[config.mk]
export PLATFORM = sky130hd
export DESIGN_NAME = mult_div_unit
export DESIGN_NICKNAME = d
export VERILOG_FILES = /design/src/rtl/mult_div_unit.sv
export SDC_FILE = /design/constraint.sdc
export NUM_CORES = 1
export LEC_CHECK = 0
export CAP_MARGIN = 10
export CORE_MARGIN = 4
export CORE_UTILIZATION = 64
export DETAILED_ROUTE_END_ITERATION = 16
export PLACE_DENSITY_LB_ADDON = 0.2
export SYNTH_ARGS = -nofsm -noshare
export SYNTH_HDL_FRONTEND = slang
export SYNTH_SLANG_ARGS = --single-unit
[constraint.sdc]
create_clock -name Clock -period 7.65 [get_ports Clock]
set_input_delay 2.295 -clock Clock [delete_from_list [all_inputs] [get_ports Clock]]
set_output_delay 2.295 -clock Clock [all_outputs]
set_load 0.005 [all_outputs]
[src/rtl/mult_div_unit.sv]
// Iterative HI/LO multiply/divide unit: one shift-add or restoring shift-subtract
// step per cycle on operand magnitudes, sign fix-up at the end, MTHI/MTLO writes when idle.
module mult_div_unit #(
   parameter int WIDTH = 32
) (
   input  logic             Clock,
   input  logic             Reset_n,
   input  logic             Start,
   input  logic [1:0]       Op,
   input  logic [WIDTH-1:0] Operand_A,
   input  logic [WIDTH-1:0] Operand_B,
   input  logic             Hi_Write,
   input  logic             Lo_Write,
   input  logic [WIDTH-1:0] Write_Data,
   output logic             Busy,
   output logic             Done,
   output logic [WIDTH-1:0] Hi,
   output logic [WIDTH-1:0] Lo,
   output logic [1:0]       Dbg_State
);

   localparam int CW = (WIDTH > 1) ? $clog2(WIDTH) : 1;

   typedef enum logic [1:0] {
      S_IDLE = 2'd0,
      S_CALC = 2'd1,
      S_FIX  = 2'd2,
      S_DONE = 2'd3
   } state_t;

   state_t r_state;
   state_t w_next;

   logic [CW-1:0]    r_count;
   logic             r_is_div;
   logic             r_neg_a;
   logic             r_neg_q;
   logic             r_b_zero;
   logic [WIDTH-1:0] r_a;
   logic [WIDTH-1:0] r_m;
   logic [WIDTH-1:0] r_acc_hi;
   logic [WIDTH-1:0] r_acc_lo;
   logic [WIDTH-1:0] r_hi;
   logic [WIDTH-1:0] r_lo;

   logic             w_accept;
   logic             w_mt_ok;
   logic             w_last_step;
   logic             w_neg_a;
   logic             w_neg_b;
   logic [WIDTH-1:0] w_mag_a;
   logic [WIDTH-1:0] w_mag_b;
   logic [WIDTH:0]   w_add;
   logic [WIDTH:0]   w_sum;
   logic [WIDTH:0]   w_trial;
   logic             w_ge;
   logic [WIDTH-1:0] w_diff;
   logic [2*WIDTH-1:0] w_prod;
   logic [2*WIDTH-1:0] w_prod_fix;
   logic [WIDTH-1:0] w_fix_hi;
   logic [WIDTH-1:0] w_fix_lo;

   // Operand magnitudes; Op[0]=1 selects the unsigned variants.
   always_comb begin
      w_neg_a = ~Op[0] & Operand_A[WIDTH-1];
      w_neg_b = ~Op[0] & Operand_B[WIDTH-1];
      w_mag_a = w_neg_a ? -Operand_A : Operand_A;
      w_mag_b = w_neg_b ? -Operand_B : Operand_B;
   end

   always_ff @(posedge Clock or negedge Reset_n) begin
      if (!Reset_n) r_state <= S_IDLE;
      else          r_state <= w_next;
   end

   always_comb begin
      w_next      = r_state;
      Busy        = 1'b0;
      Done        = 1'b0;
      w_accept    = 1'b0;
      w_mt_ok     = 1'b0;
      w_last_step = (r_count == CW'(WIDTH - 1));
      case (r_state)
         S_IDLE, S_DONE: begin
            Done     = (r_state == S_DONE);
            w_accept = Start;
            w_mt_ok  = ~Start;
            w_next   = Start ? S_CALC : S_IDLE;
         end
         S_CALC: begin
            Busy = 1'b1;
            if (w_last_step) w_next = S_FIX;
         end
         S_FIX: begin
            Busy   = 1'b1;
            w_next = S_DONE;
         end
         default: w_next = S_IDLE;
      endcase
   end

   // Mult: r_acc_lo holds the multiplier, product shifts in from the top.
   // Div: r_acc_lo holds the dividend, quotient bits shift in at the bottom.
   always_comb begin
      w_add   = r_acc_lo[0] ? {1'b0, r_m} : '0;
      w_sum   = {1'b0, r_acc_hi} + w_add;
      w_trial = {r_acc_hi, r_acc_lo[WIDTH-1]};
      w_ge    = (w_trial >= {1'b0, r_m});
      w_diff  = w_trial[WIDTH-1:0] - r_m;
   end

   always_ff @(posedge Clock or negedge Reset_n) begin
      if (!Reset_n) begin
         r_count  <= '0;
         r_is_div <= 1'b0;
         r_neg_a  <= 1'b0;
         r_neg_q  <= 1'b0;
         r_b_zero <= 1'b0;
         r_a      <= '0;
         r_m      <= '0;
         r_acc_hi <= '0;
         r_acc_lo <= '0;
      end else if (w_accept) begin
         r_count  <= '0;
         r_is_div <= Op[1];
         r_neg_a  <= w_neg_a;
         r_neg_q  <= w_neg_a ^ w_neg_b;
         r_b_zero <= (Operand_B == '0);
         r_a      <= Operand_A;
         r_m      <= Op[1] ? w_mag_b : w_mag_a;
         r_acc_hi <= '0;
         r_acc_lo <= Op[1] ? w_mag_a : w_mag_b;
      end else if (r_state == S_CALC) begin
         r_count <= r_count + 1'b1;
         if (r_is_div) begin
            r_acc_hi <= w_ge ? w_diff : w_trial[WIDTH-1:0];
            r_acc_lo <= {r_acc_lo[WIDTH-2:0], w_ge};
         end else begin
            r_acc_hi <= w_sum[WIDTH:1];
            r_acc_lo <= {w_sum[0], r_acc_lo[WIDTH-1:1]};
         end
      end
   end

   // Divide by zero bypasses the sign fix-up and returns the raw dividend in Hi.
   always_comb begin
      w_prod     = {r_acc_hi, r_acc_lo};
      w_prod_fix = r_neg_q ? -w_prod : w_prod;
      w_fix_hi   = w_prod_fix[2*WIDTH-1:WIDTH];
      w_fix_lo   = w_prod_fix[WIDTH-1:0];
      if (r_is_div) begin
         if (r_b_zero) begin
            w_fix_hi = r_a;
            w_fix_lo = '1;
         end else begin
            w_fix_hi = r_neg_a ? -r_acc_hi : r_acc_hi;
            w_fix_lo = r_neg_q ? -r_acc_lo : r_acc_lo;
         end
      end
   end

   always_ff @(posedge Clock or negedge Reset_n) begin
      if (!Reset_n) begin
         r_hi <= '0;
         r_lo <= '0;
      end else if (r_state == S_FIX) begin
         r_hi <= w_fix_hi;
         r_lo <= w_fix_lo;
      end else if (w_mt_ok) begin
         if (Hi_Write) r_hi <= Write_Data;
         if (Lo_Write) r_lo <= Write_Data;
      end
   end

   assign Hi        = r_hi;
   assign Lo        = r_lo;
   assign Dbg_State = r_state;

endmodule

==> results.json <==
{
  "status": "finished clean",
  "globalplace.congestion": 1.03,
  "cts_root_buf": "clkbuf_16",
  "cp_max_fo": 5,
  "die_h_um": 172,
  "finalNetCount": 2472,
  "clockBufferDepth": 3,
  "synthAdderAreaFrac_pct": 5.51,
  "rsz0062_at_grt": "false",
  "fill_cells": 1969,
  "synthDistinctLibCells": 78,
  "finalClockSkew_ns": 0.0133,
  "vias": 18400,
  "arrival_ns": 5.73,
  "std_cell_rows": 59,
  "met2_usage_pct": 63.2,
  "routed_wl_um": 65900,
  "synth_simple_gate_area_share_pct": 19.3,
  "wl_per_cell_um": 24.9,
  "power_density_mw_per_mm2": 474,
  "finalSetupViolCount": 0,
  "clk_latency_ns": 0.52,
  "use_met3_pct": 10.3,
  "cts_max_level": 1,
  "synth_edf_count": 0,
  "met1_usage_pct": 57.9,
  "cts.sinks": 203,
  "grt_pass1_wl_um": 99100,
  "ios": 171,
  "fin_crit_sh_pct": 69.8,
  "regArea_mm2": 0.00508,
  "drc": 0,
  "io_buffer_count": 170,
  "synthArstFlopShare_pct": 100,
  "antenna_left": 0,
  "synthCells": 2238,
  "yosys_register_bits": 203,
  "syn_to_final_growth_pct": 14.5,
  "first_pass_iters": 7,
  "leakagePower_nw": 8.64,
  "period_minus_slack_ns": 5.34,
  "final-max-slew-violation-count": 0,
  "tightestPinTransition_ns": 1.16,
  "min_path_type": "flip-flop to flip-flop",
  "maxCapViolCount": 0,
  "multi_input_area_mm2": 0.0113,
  "synth_mux_area_share_pct": 5.28,
  "antenna_found_initial": 3,
  "die_x_um": 172,
  "netlist_area_mm2": 0.0173,
  "ctsResizeCount": 0,
  "hold_viol": 0,
  "dominantRegCellSynth": "dfrtp_1",
  "crit_required_ns": 8.04,
  "syn_area_per_cell_um2": 7.73,
  "critPathKind": "input port to flip-flop",
  "yosysWarnings": 0,
  "core_area_mm2": 0.0264,
  "die-area_mm2": 0.0297,
  "top_usage_layer": "met2",
  "grt_pass1_vias": 17100,
  "endpoint_kind": "flip-flop",
  "grt_max_degree": 93,
  "avgViaCountPerCell": 6.97,
  "fin_util_pct": 75.2,
  "peakVddDrop_uv": 271,
  "synth_top_family_by_area": "compound AO/OA/AOI/OAI gates",
  "relSlewSlack_pct": 23.0,
  "dp_hpwl_um": 48900,
  "layout-drive-gt1-share_pct": 4.46,
  "cts_tree": "done",
  "cts_inserted_buffers": 23,
  "grt.overflow.total": 0,
  "cts_hold_buf": 0,
  "synth_compound_gate_area_share_pct": 26.6,
  "synth_xor_xnor_area_share_pct": 8.71,
  "synth_nets": 2416,
  "setup_tns_ns": 0,
  "cp-start-kind": "input port",
  "clk_pin_slew_ns": 0.06,
  "clock.fmax_ghz": 0.187,
  "start_util_pct": 65.6,
  "grt_usage_pct": 43.0,
  "post_cts_buffers": 0,
  "drtIter0Drc": 2880,
  "yosysSeqAreaShare_pct": 29.4
}
## cells in the mapped netlist (18+ instances only)
cell      count  area [um^2]
dfrtp_1     203         5080
nand4_1      20          125
or3_1        21          131
xnor2_1      86          753
o21ai_0     219         1100
o211ai_1     64          480
a211oi_1     61          458
nand2_1     295         1110
and3_1       36          225
and2_1       18          113
a21o_1       51          383
a21oi_1     182          911
nor3_1       33          165
inv_1        73          274
nor2_1      169          634
clkbuf_1    133          499
o31ai_1      24          180
a31oi_1      25          156
xor2_1       86          753
nand3_1      42          210
mux2i_1      80          801
nor4_1       18          113
buf_1        20         75.1
nand2b_1     18          113
ha_1         73          913
## flip-flops by register name (all words and copies together), names as in the netlist
register and count:
Dbg_State 2, Hi 32, r_count 5, r_neg_q 1, r_m 32, r_b_zero 1
r_neg_a 1, r_acc_lo 32, r_acc_hi 32, Lo 32, r_a 32, r_is_div 1
## metal layers
metal	up-vias	part of all wire, %
li1	8168	-
met1	8614	37
met2	1371	42
met3	280	13
met4	4	7.3
met5	-	0.047
## layout by cell type, fill, tap and decap left out, types with 71 or more instances in the layout
cell / count
a21oi_1: 182
clkdlybuf4s50_1: 168
dfrtp_1: 202
ha_1: 71
inv_1: 73
mux2i_1: 80
nand2_1: 294
nor2_1: 168
o21ai_0: 219
xnor2_1: 86
xor2_1: 86
## worst paths after layout
kind	startpoint	depth (start not counted)	endpoint	slack [ns]
min in group asynchronous	Reset_n	1	Hi[29]	1.83
setup reg to reg	r_acc_hi[0]	12	Hi[24]	3.06
setup / recovery	Operand_A[0]	11	r_m[30]	2.31
hold / removal	r_a[16]	2	r_a[16]	0.49
hold reg to reg	r_a[16]	2	r_a[16]	0.49
max in group asynchronous	Reset_n	2	Lo[10]	4.48
## worst max-delay path, cell delays in order
cell and delay (ns):
clkdlybuf4s50_1 0.49, inv_1 0.12, ha_1 0.17, nor3b_1 0.39, nor4b_1 0.83, nand3b_1 0.21
nor3_1 0.39, nand2_1 0.17, o21ai_0 0.27, xor2_1 0.24, o221ai_1 0.16
## metrics by stage
| stage | setup WS, ns | instance area [um^2] | power, mW | hold slack, ns | cells |
|---|---|---|---|---|---|
| 2_1_floorplan | 2.93 | 17300 | 5.95 | 0.440 | 2238 |
| 3_3_place_gp | 2.00 | 19000 | 7.73 | 0.462 | 2604 |
| 3_5_place_dp | 1.89 | 19000 | 7.92 | 0.470 | 2604 |
| 4_1_cts | 2.42 | 19800 | 9.15 | 0.484 | 2643 |
| 5_1_grt | 2.03 | 19800 | 9.92 | 0.504 | 2643 |
| 6_report | 2.31 | 19800 | 9.40 | 0.490 | 2645 |
## kinds of logic (layout without fill, tap and decap cells)
logic type               after synthesis  in the layout
AO/OA/AOI/OAI                        738            738
AND/OR/NAND/NOR                      723            723
buffers and inverters                237            307
flip-flops                           203            203
XOR/XNOR                             172            172
multiplexers                          90             90
adder cells (fa/ha/maj)               75             75
other                                  0              2
## layout make-up
class,count,area share [%]
clock buffers,30,3.29
flip-flops and latches,203,25.7
inverters,75,1.42
repair buffers,193,9.46
clock inverters,9,0.758
multi-input cells,1798,57.3
diodes,2,0.0253
well taps,335,2.12
## power by group
part           leakage [nW]  switching [mW]  internal (mW)  total (mW)
sequential             2.49           0.694           1.59        2.29
combinational          5.76            3.61           2.31        5.92
clock                 0.390           0.460          0.730        1.19
total                  8.64            4.76           4.64        9.40
No activity file was read; power rests on OpenSTA's default activity.
